`src/rtl/traffic_monitor_if.sv`:
```
// Observed light codes plus monitor status outputs, bundled for traffic_monitor.
// Pure wiring, no latency of its own.
// No backpressure: the monitor only observes; the master side drives lights and clr.
interface traffic_monitor_if;
  logic [1:0] l1;
  logic [1:0] l2;
  logic [1:0] l3;
  logic       clr;
  logic [2:0] phase;
  logic       locked;
  logic       err;
  logic [2:0] err_code;
  logic [7:0] cycle_cnt;

  modport master (
    output l1, l2, l3, clr,
    input  phase, locked, err, err_code, cycle_cnt
  );

  modport slave (
    input  l1, l2, l3, clr,
    output phase, locked, err, err_code, cycle_cnt
  );
endinterface

```
`src/rtl/traffic_monitor.sv`:
```
// Checks a 3-light signal against the legal phase sequence; sticky first-error capture.
// Latency: lights sampled directly each edge, all outputs registered (1 cycle).
// No backpressure; dwell limits only when TRAFFIC_MON_DWELL_CHECK_EN is defined.
module traffic_monitor #(
  parameter int GREEN_CYC  = 9,
  parameter int YELLOW_CYC = 4
) (
  input  logic             clk,
  input  logic             rst,
  traffic_monitor_if.slave bus
);

  typedef enum logic [3:0] {
    S_IDLE = 4'd0,
    S_P1   = 4'd1,
    S_P2   = 4'd2,
    S_P3   = 4'd3,
    S_P4   = 4'd4,
    S_P5   = 4'd5,
    S_P6   = 4'd6,
    S_ERR  = 4'd7,
    S_HUNT = 4'd8
  } state_t;

  localparam logic [2:0] PAT_ILL = 3'd7;
  localparam logic [2:0] E_NONE  = 3'd0;
  localparam logic [2:0] E_PAT   = 3'd1;
  localparam logic [2:0] E_SEQ   = 3'd2;
  localparam logic [2:0] E_SHORT = 3'd3;
  localparam logic [2:0] E_LONG  = 3'd4;

  state_t     st, nxt;
  logic [2:0] pat;
  logic [2:0] last_pat;
  logic [2:0] cur;
  logic [2:0] seq_next;
  logic [2:0] cause;
  logic       wrap;
  logic       short_dwell;
  logic       long_dwell;

  logic [2:0] phase_q, phase_d;
  logic       locked_q, locked_d;
  logic       err_q, err_d;
  logic [2:0] err_code_q, err_code_d;
  logic [7:0] cnt_q, cnt_d;

  // Pattern currently held by the state (only meaningful in IDLE..P6) and its legal successor.
  assign cur      = st[2:0];
  assign seq_next = (cur == 3'd6) ? 3'd1 : cur + 3'd1;

  // Decode the three light codes into phase pattern 0..6, or 7 for anything illegal.
  always_comb begin
    pat = PAT_ILL;
    case ({bus.l1, bus.l2, bus.l3})
      6'b10_10_10: pat = 3'd0;
      6'b00_10_10: pat = 3'd1;
      6'b01_10_10: pat = 3'd2;
      6'b10_00_10: pat = 3'd3;
      6'b10_01_10: pat = 3'd4;
      6'b10_10_00: pat = 3'd5;
      6'b10_10_01: pat = 3'd6;
      default:     pat = PAT_ILL;
    endcase
  end

`ifdef TRAFFIC_MON_DWELL_CHECK_EN
  localparam logic [3:0] G_LIM = 4'(GREEN_CYC);
  localparam logic [3:0] Y_LIM = 4'(YELLOW_CYC);

  logic [3:0] dwell_q, dwell_d;
  logic [3:0] lim;

  // Odd phases are green, even phases yellow; IDLE has no limit at all.
  always_comb begin
    lim         = cur[0] ? G_LIM : Y_LIM;
    short_dwell = (cur != 3'd0) && (dwell_q < lim);
    long_dwell  = (cur != 3'd0) && (dwell_q == lim);
  end

  // Dwell restarts at 1 on entering any phase, counts up while it holds, otherwise parks at 0.
  always_comb begin
    dwell_d = 4'd0;
    if (nxt != st && nxt <= S_P6)
      dwell_d = 4'd1;
    else if (nxt == st && st <= S_P6)
      dwell_d = (dwell_q == 4'd15) ? 4'd15 : dwell_q + 4'd1;
  end

  // Dwell counter register.
  always_ff @(posedge clk or negedge rst) begin
    if (!rst) dwell_q <= 4'd0;
    else      dwell_q <= dwell_d;
  end
`else
  assign short_dwell = 1'b0;
  assign long_dwell  = 1'b0;
`endif

  // State and output registers; last_pat lets HUNT see when the pattern changes.
  always_ff @(posedge clk or negedge rst) begin
    if (!rst) begin
      st         <= S_IDLE;
      last_pat   <= 3'd0;
      phase_q    <= 3'd0;
      locked_q   <= 1'b1;
      err_q      <= 1'b0;
      err_code_q <= E_NONE;
      cnt_q      <= 8'd0;
    end else begin
      st         <= nxt;
      last_pat   <= pat;
      phase_q    <= phase_d;
      locked_q   <= locked_d;
      err_q      <= err_d;
      err_code_q <= err_code_d;
      cnt_q      <= cnt_d;
    end
  end

  // Next state: checks ordered so the highest-priority cause is the one reported.
  always_comb begin
    nxt   = st;
    cause = E_NONE;
    wrap  = 1'b0;
    case (st)
      S_ERR: begin
        if (pat == PAT_ILL) cause = E_PAT;
        else if (bus.clr)   nxt = S_HUNT;
      end
      S_HUNT: begin
        if (pat == PAT_ILL) cause = E_PAT;
        else if (pat != last_pat && pat != 3'd0) nxt = state_t'({1'b0, pat});
      end
      default: begin
        if (pat == PAT_ILL) cause = E_PAT;
        else if (pat != cur) begin
          if (pat != seq_next) cause = E_SEQ;
          else if (short_dwell) cause = E_SHORT;
          else begin
            nxt  = state_t'({1'b0, pat});
            wrap = (cur == 3'd6);
          end
        end else if (long_dwell) cause = E_LONG;
      end
    endcase
    if (cause != E_NONE) nxt = S_ERR;
  end

  // Output values for the coming edge; an already-latched error code is never replaced.
  always_comb begin
    phase_d    = (nxt == S_HUNT) ? pat : nxt[2:0];
    locked_d   = (nxt != S_ERR) && (nxt != S_HUNT);
    err_d      = (nxt == S_ERR);
    err_code_d = E_NONE;
    if (nxt == S_ERR) err_code_d = (st == S_ERR) ? err_code_q : cause;
    cnt_d      = cnt_q + {7'd0, wrap};
  end

  assign bus.phase     = phase_q;
  assign bus.locked    = locked_q;
  assign bus.err       = err_q;
  assign bus.err_code  = err_code_q;
  assign bus.cycle_cnt = cnt_q;

endmodule

```
`src/flat_wrapper.sv`:
```
// flat-port wrapper written by rule: the top's interface ports become plain ports
module traffic_monitor_flat 
#(
  parameter int GREEN_CYC  = 9,
  parameter int YELLOW_CYC = 4
)
  (clk, rst, bus_l1, bus_l2, bus_l3, bus_clr, bus_phase, bus_locked, bus_err, bus_err_code, bus_cycle_cnt);
  traffic_monitor_if bus_i ();
  input  logic clk;
  input  logic rst;
  input wire logic [$bits(bus_i.l1)-1:0] bus_l1;
  input wire logic [$bits(bus_i.l2)-1:0] bus_l2;
  input wire logic [$bits(bus_i.l3)-1:0] bus_l3;
  input wire logic [$bits(bus_i.clr)-1:0] bus_clr;
  output wire logic [$bits(bus_i.phase)-1:0] bus_phase;
  output wire logic [$bits(bus_i.locked)-1:0] bus_locked;
  output wire logic [$bits(bus_i.err)-1:0] bus_err;
  output wire logic [$bits(bus_i.err_code)-1:0] bus_err_code;
  output wire logic [$bits(bus_i.cycle_cnt)-1:0] bus_cycle_cnt;
  assign bus_i.l1 = bus_l1;
  assign bus_i.l2 = bus_l2;
  assign bus_i.l3 = bus_l3;
  assign bus_i.clr = bus_clr;
  assign bus_phase = bus_i.phase;
  assign bus_locked = bus_i.locked;
  assign bus_err = bus_i.err;
  assign bus_err_code = bus_i.err_code;
  assign bus_cycle_cnt = bus_i.cycle_cnt;
  traffic_monitor #(.GREEN_CYC(GREEN_CYC), .YELLOW_CYC(YELLOW_CYC)) u_core (.clk(clk), .rst(rst), .bus(bus_i));
endmodule
```
`config.mk`:
```
export PLATFORM = sky130hd
export DESIGN_NAME = traffic_monitor_flat
export DESIGN_NICKNAME = d
export VERILOG_FILES = /design/src/rtl/traffic_monitor_if.sv /design/src/rtl/traffic_monitor.sv /design/src/flat_wrapper.sv
export SDC_FILE = /design/constraint.sdc
export NUM_CORES = 1
export LEC_CHECK = 0
export BUFFER_PORTS_ARGS = -buffer_cell sky130_fd_sc_hd__buf_4
export CELL_PAD_IN_SITES_DETAIL_PLACEMENT = 2
export CELL_PAD_IN_SITES_GLOBAL_PLACEMENT = 2
export CORE_ASPECT_RATIO = 1.1
export CORE_UTILIZATION = 38
export DETAILED_ROUTE_END_ITERATION = 12
export GPL_TIMING_DRIVEN = 0
export PLACE_DENSITY = 0.88
export SYNTH_ARGS = -nofsm -noshare
export SYNTH_HDL_FRONTEND = slang
export SYNTH_SLANG_ARGS = --single-unit
export TNS_END_PERCENT = 1
```
`constraint.sdc`:
```
create_clock -name clk -period 3.59 [get_ports clk]
set_input_delay 0.1795 -clock clk [delete_from_list [all_inputs] [get_ports clk]]
set_output_delay 0.1795 -clock clk [all_outputs]
set_load 0.01 [all_outputs]
```
Yosys cells after proc, flatten, opt, wreduce, memory -nomap -nowiden

Cells that the tools add are included.

Flip-flop bits (word level): 23
Input bits: 9
Output and inout port bits: 16

$add $sub $neg: 2
Eq/ne operators: 19
Mux-type cells: 23
Reduce and logical (&&, ||, !) cells: 5

Operators by type and width:

| operator              | number |
|---|---|
| $mux W4               | 8 |
| $eq A6 B6 Y1 const B  | 5 |
| $pmux W3 S7           | 1 |
| $mux W3               | 6 |
| $ne A3 B3 Y1          | 3 |
| $add A8 B1 Y8         | 1 |
| $eq A4 B3 Y1 const B  | 2 |
| $eq A4 B4 Y1 const B  | 2 |
| $pmux W4 S2           | 1 |
| $eq A3 B3 Y1 const B  | 2 |
| $eq A6 B4 Y1 const B  | 1 |
| $eq A6 B5 Y1 const B  | 1 |
| $reduce_bool A3 Y1    | 2 |
| $mux W1               | 5 |
| $mux W2               | 2 |
| $ne A4 B3 Y1 const B  | 1 |
| $ne A4 B4 Y1 const B  | 1 |
| $add A3 B1 Y3 const B | 1 |
| $logic_and A1 B1 Y1   | 2 |
| $ne A2 B2 Y1 const B  | 1 |
| $reduce_or A2 Y1      | 1 |

Depth between registers and ports, before layout

Word-level depth: 11
Depth in mapped cells: 13
Depth with buffers taken out: 12

Least setup slack after synthesis

Ideal clock, no wire load.

Kind: input to register
Start point: in bus_l2[0]
End point: reg u_core.cnt_q[6] (netlist: u_core.bus.cycle_cnt[6])
Data arrival time: 2.225 ns
Data required time: 3.511 ns
Setup slack: 1.286 ns
Cell stages on the path: 12
Buffers on the path: 1
Cell sequence: and4bb_2 > and2_1 > clkbuf_1 > o21ai_1 > or3_1 > a21oi_1 > and3_1 > ha_1 > ha_1 > nand3_1 > nor2_1 > xor2_1

Longest elaborated chain between the ends: 8
Elaborated cells between the ends (all ways): 16
Those cells by class: add/sub (1); eq/ne (10); mux (5)

RTL lines:

| what                                 | line                   | RTL |
|---|---|---|
| from (decl)                          | flat_wrapper.sv:12     | `input wire logic [$bits(bus_i.l2)-1:0] bus_l2;` |
| $eq A6 B6 Y1 (tied with other cells) | traffic_monitor.sv:55  | `case ({bus.l1, bus.l2, bus.l3})` |
| $pmux W3 S7 *                        | traffic_monitor.sv:55  |  |
| $ne A3 B3 Y1                         | traffic_monitor.sv:138 | `if (pat != seq_next) cause = E_SEQ;` |
| $mux W1                              | traffic_monitor.sv:138 |  |
| $mux W1                              | traffic_monitor.sv:137 | `else if (pat != cur) begin` |
| $mux W1 *                            | traffic_monitor.sv:136 | `if (pat == PAT_ILL) cause = E_PAT;` |
| $mux W1 *                            | traffic_monitor.sv:126 | `case (st)` |
| $add A8 B1 Y8 *                      | traffic_monitor.sv:157 | `cnt_d = cnt_q + {7'd0, wrap};` |
| via u_core.cnt_d[6]                  | traffic_monitor.sv:46  | `logic [7:0] cnt_q, cnt_d;` |
| to (signal assigned)                 | traffic_monitor.sv:117 | `cnt_q <= cnt_d;` |
| to (decl)                            | traffic_monitor.sv:46  |  |

The timed path passes the listed nets; every way through them passes the cells marked *.
A chain may end at the register's enable or synchronous reset.

Final worst setup path

Start point: reg u_core.st[0]
End point: reg u_core.cnt_q[6] (netlist: u_core.bus.cycle_cnt[6])

Longest elaborated chain between the ends: 8
Elaborated cells between the ends (all ways): 13
Those cells by class: add/sub (2); eq/ne (5); mux (5); reduce/logical (1)

RTL lines:

| what                                                 | line                                          | RTL |
|---|---|---|
| from (decl)                                          | traffic_monitor.sv:32                         | `state_t st, nxt;` |
| from (signal assigned)                               | traffic_monitor.sv:111                        | `st <= nxt;` |
| $add A3 B1 Y3 / $eq A3 B3 Y1 (equally long branches) | traffic_monitor.sv:50, traffic_monitor.sv:142 |  |
| $mux W3                                              | traffic_monitor.sv:50                         | `assign seq_next = (cur == 3'd6) ? 3'd1 : cur + 3'd1;` |
| $ne A3 B3 Y1                                         | traffic_monitor.sv:138                        |  |
| $mux W1                                              | traffic_monitor.sv:138                        |  |
| $mux W1                                              | traffic_monitor.sv:137                        |  |
| $mux W1                                              | traffic_monitor.sv:136                        |  |
| $mux W1 *                                            | traffic_monitor.sv:126                        |  |
| $add A8 B1 Y8 *                                      | traffic_monitor.sv:157                        |  |
| via u_core.cnt_d[6]                                  | traffic_monitor.sv:46                         |  |

Marks and branches as above.

==> summary.txt <==
Clock tree
  – CTS max path bufs: 2
  – Clock sinks: 22
  – Post-CTS repair timing setup buffer count: 0
  – Clock edge transition at the registers on the reported setup and hold paths: ~80 ps
  – CTS tree: yes
  – H-tree depth: 1
  – Number of gates given a new drive strength after cts: 0
  – Buffer type at the clock tree root: sky130_fd_sc_hd__clkbuf_8
  – Total clock buffers created by CTS: 3
  – Clk Latency, worst-skew pair: 260 ps

Route
  – Average detailed-routed wire length per instance: about 22 um
  – Antenna-violating nets left: 0
  – DR vias: 1681
  – Initial detailed-routing violation count: between 50 and 60
  – First-pass detailed-route iteration total: 4
  – Post-DR vias/cell: between 6 and 7
  – Wire length reported by the detailed router: 5.94 mm
  – Residual DRC: 0

STA
  – Smallest setup slack after layout: 897 ps
  – Max-slew violation count: 0
  – Final Hold Violating Endpoints: 0
  – TNS Setup: 0 ps
  – Worst slew margin relative to its limit: 0.670
  – Number of setup violations in the final report: 0
  – Setup Skew: between 2 and 3 ps
  – Time the worst path needs with I/O delays and setup: 2690 ps
  – Fmax: 371 MHz
  – RSZ-0062 raised after global routing: no
  – Period utilization: 0.750
  – Worst-margin pin slew: 490 ps

Power and ir drop
  – Proportion of power drawn by flip-flops and latches: 0.361
  – Sw Ratio: 0.381
  – Switching power total: 303 uW
  – Peak supply drop: 270 uV
  – Clock power frac: 0.225
  – Internal cell power: 493 uW
  – Power per Cell Area: 393 nW/um^2
  – Leakage power figure: 0.870 nW
  – Relative contribution of combinational cells to total power: 0.414
  – Total power: about 800 uW

Worst setup path
  – CP Class: reg2reg
  – Highest fanout seen on the critical path: 10
  – Endpoint required time on the critical path: roughly 3800 ps
  – Endpoint arrival time on the critical path: roughly 2900 ps
  – Worst r2r path cells: 10
  – Endpoint type of the worst setup path: register
  – Crit start category: register

Synth
  – Portion of the post-synthesis area used by sequential elements: 0.321
  – Number of distinct standard cells referenced by the synthesized netlist: 68
  – Portion of synthesized cell area occupied by the leading cell type: 0.306
  – Gate Count Post-Synth: roughly 190
  – Area leader, netlist: sky130_fd_sc_hd__dfrtp_1
  – Top flip-flop cell by instance count after synthesis: sky130_fd_sc_hd__dfrtp_1
  – Post-synth EDFFs: 0
  – Post-synthesis instance area: 1720 um^2
  – Warnings, synthesis: 0
  – Fraction of synthesis flops using an asynchronous set or reset pin: 1.00
  – Syn Area/Cell: 9.19 um^2
  – Syn nets: 198
  – Top post-synthesis cells by area: sky130_fd_sc_hd__dfrtp_1 (31%), sky130_fd_sc_hd__nand2_1 (3.3%), sky130_fd_sc_hd__nand3_1 (2.9%)
  – Count of state elements after synthesis: 22

Floorplan
  – Initial core utilization: 0.398
  – Die width: 66.1 um
  – Die height: 72.5 um
  – Site row count: 25
  – Number of top-level pins: 25
  – Die outline area: about 4800 um^2
  – Core Footprint: 4320 um^2

GRT
  – First-pass GRT wire length: 9.87 mm
  – Number of global-route vias before repair: 1967
  – Gr ovfl total: 0
  – Total global routing track utilization: 0.273
  – Initial antenna violation count: 0
  – Pin count of the biggest net entering global routing: 23

Placement
  – Routability Congestion: roughly 0.85
  – Setup Slack @ Placement: a little over 700 ps
  – DP Wirelength: around 4.5 mm
  – Total placed cells including tap cells: roughly 260
  – Instance area at placement: ~2000 um^2
  – Port-buffer cells: 23

Cells and area
  – Most frequent cells in the layout: sky130_fd_sc_hd__buf_4 (24), sky130_fd_sc_hd__dfrtp_1 (21), sky130_fd_sc_hd__nand2_1 (15)
  – Post-layout instance area: 2020 um^2
  – Layout Cells excl Fill: ~270
  – Synthesis-to-layout area growth: 17.8%
  – Number of nets in the layout: 227
  – Leading cell type in the layout, fill and taps excluded: sky130_fd_sc_hd__buf_4
  – Ratio of cells with drive above 1 in the final layout: 0.256
  – # diodes: 0

Run
  – Reported max-cap violation count: 0

Status
  – Run status: completed

Worst hold path
  – Worst hold path class: in2reg
  – Worst hold path cell count: 4
[per-layer routing]
metal	vias to the layer above	global-route usage	wire, um
li1	757	-	-
met1	860	0.317	2370
met2	46	0.501	3220
met3	18	0.0425	211
met4	0	0.0969	142
met5	-	0	0
[repair_timing]
| item | 4_1_cts | 5_1_grt |
|---|---|---|
| setup endpoints to repair | 0 | 0 |
| endpoints found under the hold margin | 21 | 0 |
| hold buffers | 1 | 0 |
[path summary, 6_finish.rpt]
path | startpoint | endpoint | slack (ps)
min reg2reg | u_core.bus.cycle_cnt[7]$_DFF_PN0_ | u_core.bus.cycle_cnt[7]$_DFF_PN0_ | 490
max | u_core.st[0]$_DFF_PN0_ | u_core.bus.cycle_cnt[6]$_DFF_PN0_ | 900
max reg2reg | u_core.st[0]$_DFF_PN0_ | u_core.bus.cycle_cnt[6]$_DFF_PN0_ | 900
max in group asynchronous | rst | u_core.bus.locked$_DFF_PN1_ | 2960
min | bus_clr | u_core.bus.err_code[1]$_DFFE_PN0P_ | 190
min in group asynchronous | rst | u_core.bus.cycle_cnt[2]$_DFF_PN0_ | 350
[cell type report]
cell class              instances  area (um^2)
fillers                       475         2290
well taps                      54         67.6
flip-flops and latches         22          552
clock buffers                   4         55.1
multi-input cells             144         1060
repair buffers                 24          183
inverters                      11         41.3
plain buffers                  10         61.3
[critical path, cell delays in order, from the launching register on]
cell	delay (ps)
sky130_fd_sc_hd__dfrtp_1	430
sky130_fd_sc_hd__clkbuf_1	370
sky130_fd_sc_hd__o21ai_1	250
sky130_fd_sc_hd__or3_1	380
sky130_fd_sc_hd__a21oi_1	140
sky130_fd_sc_hd__and3_1	170
sky130_fd_sc_hd__ha_1	200
sky130_fd_sc_hd__ha_1	210
sky130_fd_sc_hd__nand3_1	140
sky130_fd_sc_hd__nor2_1	160
sky130_fd_sc_hd__xor2_1	150
[through the flow]
step | hold slack (ps) | utilization
6_report | 194 | 0.469
3_5_place_dp | 88.1 | 0.454
2_1_floorplan | -116 | -
4_1_cts | 188 | 0.469
3_3_place_gp | 79.1 | 0.454
5_1_grt | 213 | 0.469
[flip-flops by register name (all words and copies together) (netlist names)]
name / flops
u_core.bus.cycle_cnt: 8
u_core.st: 4
u_core.bus.phase: 3
u_core.last_pat: 3
u_core.bus.err_code: 2
u_core.bus.err: 1
u_core.bus.locked: 1
[cell usage after synthesis (2+ instances only)]
library cell	n
sky130_fd_sc_hd__and3_1	2
sky130_fd_sc_hd__nand2_1	15
sky130_fd_sc_hd__a2111oi_0	2
sky130_fd_sc_hd__nor4_1	3
sky130_fd_sc_hd__a211oi_1	4
sky130_fd_sc_hd__clkbuf_1	2
sky130_fd_sc_hd__and2_1	6
sky130_fd_sc_hd__or3_1	3
sky130_fd_sc_hd__buf_2	4
sky130_fd_sc_hd__and4bb_2	2
sky130_fd_sc_hd__o31a_1	2
sky130_fd_sc_hd__nand4_1	6
sky130_fd_sc_hd__xnor2_1	5
sky130_fd_sc_hd__a21oi_1	7
sky130_fd_sc_hd__o211ai_1	4
sky130_fd_sc_hd__o21ai_0	7
sky130_fd_sc_hd__inv_1	9
sky130_fd_sc_hd__o31ai_1	2
sky130_fd_sc_hd__inv_2	2
sky130_fd_sc_hd__and3b_1	2
sky130_fd_sc_hd__buf_6	2
sky130_fd_sc_hd__nand2b_1	4
sky130_fd_sc_hd__ha_1	2
sky130_fd_sc_hd__dfrtp_1	21
sky130_fd_sc_hd__nand3_1	10
sky130_fd_sc_hd__o211ai_2	2
sky130_fd_sc_hd__nor3_1	3
sky130_fd_sc_hd__xor2_1	3
sky130_fd_sc_hd__a21o_1	2
sky130_fd_sc_hd__nor2_1	11
[kinds of logic after synthesis]
family                   synth area share
adder cells (fa/ha/maj)            0.0146
AND/OR/NAND/NOR                     0.261
multiplexers                      0.00582
AO/OA/AOI/OAI                       0.285
flip-flops                          0.321
buffers and inverters              0.0597
other                             0.00218
XOR/XNOR                           0.0502
[power groups by stage]
stage	sequential (mW)	clock (mW)	combinational [mW]
floorplan	0.296	0	0.209
global placement	0.289	0	0.304
detailed placement	0.292	0	0.324
CTS	0.288	0.186	0.331
global route	0.289	0.193	0.355
finish	0.287	0.179	0.329
(Power assumes the default switching activity.)
